File: src/rtl/r5fp_arb_pkg.sv
// r5fp_arb_pkg: shared FSM state encoding and id-width helper for the divide/sqrt arbiter
package r5fp_arb_pkg;
  typedef enum logic [1:0] {
    IDLE  = 2'd0,
    ISSUE = 2'd1,
    BUSY  = 2'd2,
    RESP  = 2'd3
  } arb_state_e;
  function automatic int id_width(input int n);
    return n > 2 ? $clog2(n) : 1;
  endfunction
endpackage

File: src/rtl/r5fp_rr_arb.sv
// r5fp_rr_arb: round-robin one-hot grant over req, searching from the index after ptr
module r5fp_rr_arb #(
  parameter int N_REQ = 2,
  parameter int IDW   = 1
) (
  input  logic [N_REQ-1:0] req,
  input  logic [IDW-1:0]   ptr,
  output logic [N_REQ-1:0] gnt,
  output logic [IDW-1:0]   idx
);
  logic [IDW-1:0] j;
  always_comb begin
    gnt = '0;
    idx = '0;
    j   = '0;
    for (int k = N_REQ; k >= 1; k--) begin
      j = IDW'((int'(ptr) + k) % N_REQ);
      if (req[j]) begin
        gnt    = '0;
        gnt[j] = 1'b1;
        idx    = j;
      end
    end
  end
endmodule

File: src/rtl/r5fp_divsqrt_arb.sv
// r5fp_divsqrt_arb: round-robin arbiter sharing one integer divide/sqrt unit among N_REQ requesters
module r5fp_divsqrt_arb
  import r5fp_arb_pkg::*;
#(
  parameter int W     = 26,
  parameter int N_REQ = 2,
  localparam int IDW  = id_width(N_REQ)
) (
  input  logic               clk,
  input  logic               reset,
  input  logic [N_REQ-1:0]   req_valid_i,
  output logic [N_REQ-1:0]   req_ready_o,
  input  logic [N_REQ*W-1:0] req_N_i,
  input  logic [N_REQ*W-1:0] req_D_i,
  input  logic [N_REQ-1:0]   req_is_div_i,
  input  logic               flush_i,
  output logic [W-1:0]       unit_N_o,
  output logic [W-1:0]       unit_D_o,
  output logic               unit_is_div_o,
  output logic               unit_strobe_o,
  input  logic [W-1:0]       unit_Quo_i,
  input  logic [W-1:0]       unit_Rem_i,
  input  logic               unit_done_i,
  input  logic               unit_ready_i,
  output logic [N_REQ-1:0]   rsp_valid_o,
  input  logic [N_REQ-1:0]   rsp_ready_i,
  output logic [W-1:0]       rsp_Quo_o,
  output logic [W-1:0]       rsp_Rem_o,
  output logic [IDW-1:0]     rsp_id_o,
  output logic               busy_o
);
  arb_state_e state, state_nxt;
  logic [IDW-1:0] ptr, gnt_idx;
  logic [N_REQ-1:0] gnt;
  logic grant, rsp_fire;
  r5fp_rr_arb #(.N_REQ(N_REQ), .IDW(IDW)) u_rr (
    .req(req_valid_i),
    .ptr(ptr),
    .gnt(gnt),
    .idx(gnt_idx)
  );
  always_comb begin
    grant         = state == IDLE && unit_ready_i && !flush_i && |req_valid_i;
    rsp_fire      = state == RESP && rsp_ready_i[rsp_id_o];
    req_ready_o   = grant ? gnt : '0;
    rsp_valid_o   = state == RESP ? N_REQ'(1) << rsp_id_o : '0;
    unit_strobe_o = state == ISSUE;
    busy_o        = state != IDLE;
    state_nxt     = flush_i ? IDLE
                  : state == IDLE  ? (grant ? ISSUE : IDLE)
                  : state == ISSUE ? BUSY
                  : state == BUSY  ? (unit_done_i ? RESP : BUSY)
                  : (rsp_fire ? IDLE : RESP);
  end
  always_ff @(posedge clk) begin
    if (reset) begin
      state         <= IDLE;
      ptr           <= IDW'(N_REQ - 1);
      unit_N_o      <= '0;
      unit_D_o      <= '0;
      unit_is_div_o <= 1'b0;
      rsp_id_o      <= '0;
      rsp_Quo_o     <= '0;
      rsp_Rem_o     <= '0;
    end else begin
      state <= state_nxt;
      if (grant) begin
        ptr           <= gnt_idx;
        rsp_id_o      <= gnt_idx;
        unit_N_o      <= req_N_i[gnt_idx*W +: W];
        unit_D_o      <= req_D_i[gnt_idx*W +: W];
        unit_is_div_o <= req_is_div_i[gnt_idx];
      end
      if (state == BUSY && unit_done_i && !flush_i) begin
        rsp_Quo_o <= unit_Quo_i;
        rsp_Rem_o <= unit_Rem_i;
      end
    end
  end
endmodule

File: config.mk
export PLATFORM = sky130hd
export DESIGN_NAME = r5fp_divsqrt_arb
export DESIGN_NICKNAME = d
export VERILOG_FILES = /design/src/rtl/r5fp_arb_pkg.sv /design/src/rtl/r5fp_rr_arb.sv /design/src/rtl/r5fp_divsqrt_arb.sv
export SDC_FILE = /design/constraint.sdc
export NUM_CORES = 1
export LEC_CHECK = 0
export BUFFER_PORTS_ARGS = -buffer_cell sky130_fd_sc_hd__buf_2
export CAP_MARGIN = 20
export CORE_MARGIN = 2
export CORE_UTILIZATION = 39
export CTS_CLUSTER_SIZE = 8
export DETAILED_ROUTE_END_ITERATION = 12
export GPL_TIMING_DRIVEN = 0
export PLACE_DENSITY = 0.77
export SLEW_MARGIN = 15
export SYNTH_ARGS = -nofsm -noshare
export SYNTH_HDL_FRONTEND = slang
export SYNTH_SLANG_ARGS = --single-unit
File: constraint.sdc
create_clock -name clk -period 1.73 [get_ports clk]
set_clock_uncertainty 0.1 [all_clocks]
set_input_delay 0.346 -clock clk [delete_from_list [all_inputs] [get_ports clk]]
set_output_delay 0.346 -clock clk [all_outputs]
set_load 0.02 [all_outputs]
==> summary.txt <==
Finished Layout Cells -> 951
Via Count -> 4948
Int Pwr -> 4.26 mW
core area -> 0.0110 mm^2
Die ar. -> 0.0122 mm^2
Synth Instances -> 506
commonest non-fill, non-tap cell in the layout -> buf_2
Max-Slew Margin vs Limit -> 50.5%
DRT iter0 DRCs -> 192
HP Class -> in -> reg
status -> complete, but fails checks
Synth Cell Area -> 0.00443 mm^2
Combinational Power Share -> 17.3%
syn nets -> 673
Final nets -> 973
syn avg cell area -> 8.76 um^2
setup ws final -> -334 ps
Flop pwr share -> 45.5%
register bit total from synthesis -> 109
power density over the cells -> 844 mW/mm^2
Ys Warns -> 0
Cell Chain, Critical Path -> or4b_4, or2_4, inv_2, buf_6
# H-tree levels -> 3
fin. max-slew vios -> 0
Worst EP required -> 1280 ps
maximum fanout along the worst path -> 2
Final min period -> 2060 ps
num ports -> 279
post-synth top area cell -> dfxtp_1
CTS Hold Bufs -> 0
final instance area -> 0.00689 mm^2
Clock power frac -> 37.2%
Die X -> 111 um
DP Worst Slack -> -506 ps
Critical Path AT -> 1620 ps
drt pass-1 iters -> 4
MaxCap Viol Count -> 0
type of origin of the critical path -> flop
placed cell areas -> 0.00601 mm^2
Max Fclk -> 485 MHz
sequential fraction of the synthesis area -> 49.2%
measured slew at the worst slew-check pin -> 743 ps
worst-skew pair later-pin latency -> 330 ps
Hold Vio Cnt, Final -> 0
GPL Wtd Cong -> 0.822
Worst IR Drop VDD -> 0.455 mV
Die Y -> 111 um
final WL -> 15600 um
Clk pin slew, worst setup/hold paths -> 70 ps
slowest cell on the critical path -> or4b_4
asr flop ratio synth -> 0%
initial antenna violation count -> 0
final period utilization -> 119%
crit-path max cell delay -> 530 ps
diodes inserted -> 0
total track usage -> 23.4%
HPWL after DPL -> 11000 um
final core area utilization -> 62.7%
Rows -> 38
Sw Pwr -> 1.56 mW
Post-synth EDFFs -> 0
CTS root buffer -> clkbuf_16
post-DR wirelength/cell -> 16.4 um
# placed instances -> 923
CP endpoint kind -> primary output
antenna violation net count after detailed routing -> 0
share of layout cells above drive strength 1 -> 50.2%
TritonCTS buffer count -> 9
CTS tree -> yes
vias in the first global route -> 4821
# setup viols final -> 2
Sw Ratio -> 26.8%
Cell variety after synth -> 29
Overflow after GRT -> 0
Port Buffer Count -> 277
Post-synth top flop -> dfxtp_1
Static Leak -> 3.04 nW
failing checks -> setup timing
DR vias/cell -> 5.20
main area contributors after synthesis -> dfxtp_1 (49%), a221oi_1 (10%), o32ai_1 (10%), nand2_1 (9.0%), a21oi_1 (6.1%)
CTS max path bufs -> 2
unrepaired setup endpoints after global routing -> true
pin count of the biggest net entering global routing -> 19
CP Class -> reg -> out
DRC viols -> 0
first-pass GRT wire length -> 23500 um
synth-to-layout area growth -> 55.4%
share of the synthesized area in the top cell type -> 49.2%
commonest cells after routing, fill and taps aside -> buf_2 (285), dfxtp_1 (107), nand2_1 (106)
Initial Util -> 40.4%
clock sinks -> 109
[state kept, by name, indices dropped and copies added, names as in the netlist]
| signal | cells |
|---|---|
| unit_N_o | 26 |
| ptr | 1 |
| unit_D_o | 26 |
| state | 2 |
| rsp_Quo_o | 26 |
| rsp_id_o | 1 |
| unit_is_div_o | 1 |
| rsp_Rem_o | 26 |
[Yosys cell counts, types with 2 or more instances]
cell type / number
nor2b_1: 2
a221oi_1: 53
o32ai_1: 53
o21ai_0: 2
nor2_1: 2
buf_2: 10
inv_1: 55
dfxtp_1: 109
a21oi_1: 54
clkbuf_1: 36
buf_6: 7
nand2_1: 106
[stage by stage]
| step | power, mW | TNS, ps | hold WS (ps) |
|---|---|---|---|
| after CTS | 5.73 | -794 | 130 |
| final | 5.82 | -643 | 139 |
| after global placement | 3.52 | -17250 | 340 |
| after detailed placement | 3.53 | -19700 | 344 |
| after global routing | 6.04 | -1060 | 130 |
| after floorplan | 3.14 | 0 | 318 |
[path summary, 6_finish.rpt]
check	depth (start not counted)	end	slack, ps	from
max	4	req_ready_o[1]	-330	state[0]$_SDFF_PP0_
min	3	rsp_Quo_o[3]$_SDFFE_PP0P_	140	unit_Quo_i[3]
max reg2reg	6	unit_D_o[22]$_SDFFE_PP0P_	20	state[1]$_SDFF_PP0_
min reg2reg	2	rsp_Rem_o[5]$_SDFFE_PP0P_	350	rsp_Rem_o[5]$_SDFFE_PP0P_
[power by group through the flow]
stage	clock network, mW	registers [mW]	logic [mW]
after floorplan	0	2.81	0.330
after global placement	0	2.70	0.819
after detailed placement	0	2.70	0.826
after CTS	2.19	2.64	0.895
after global routing	2.30	2.66	1.08
final	2.16	2.65	1.01
[worst max-delay path: cells and delay by family (launching register included)]
family / cells / cell delay, ps
buffers and inverters: 2 / 170
DFF: 1 / 340
and+or+nand+nor: 2 / 780
[cells by family (layout without fill, tap and decap cells)]
logic type             Yosys count  count (layout)  share of synthesized area, %
AO/OA/AOI/OAI                  166             168                          28.3
AND/OR/NAND/NOR                120             120                          11.5
flip-flops                     109             109                          49.2
multiplexers                     1               1                         0.226
buffers and inverters          110             413                          10.8
[what timing repair did]
item,CTS,global route
buffers inserted,10,0
pin swaps,9,25
cloned,7,1
setup endpoints to repair,49,95
resized for setup,39,91
[routing by layer]
metal | vias up | track usage, % | share of wire, %
li1 | 2429 | - | -
met1 | 2304 | 27.7 | 40
met2 | 196 | 41.4 | 52
met3 | 19 | 6.04 | 6.8
met4 | 0 | 7.25 | 1.4
met5 | - | 0 | 0
[final cells by class]
cell class                      count  area [um^2]
Multi-Input combinational cell    289         2160
Sequential cell                   109         2190
Fill cell                        1010         4090
Clock inverter                      5         65.1
Timing Repair Buffer              292         1560
Inverter                           55          206
Tap cell                          140          175
Buffer                             50          287
Clock buffer                       11          253
(Power assumes the default switching activity.)
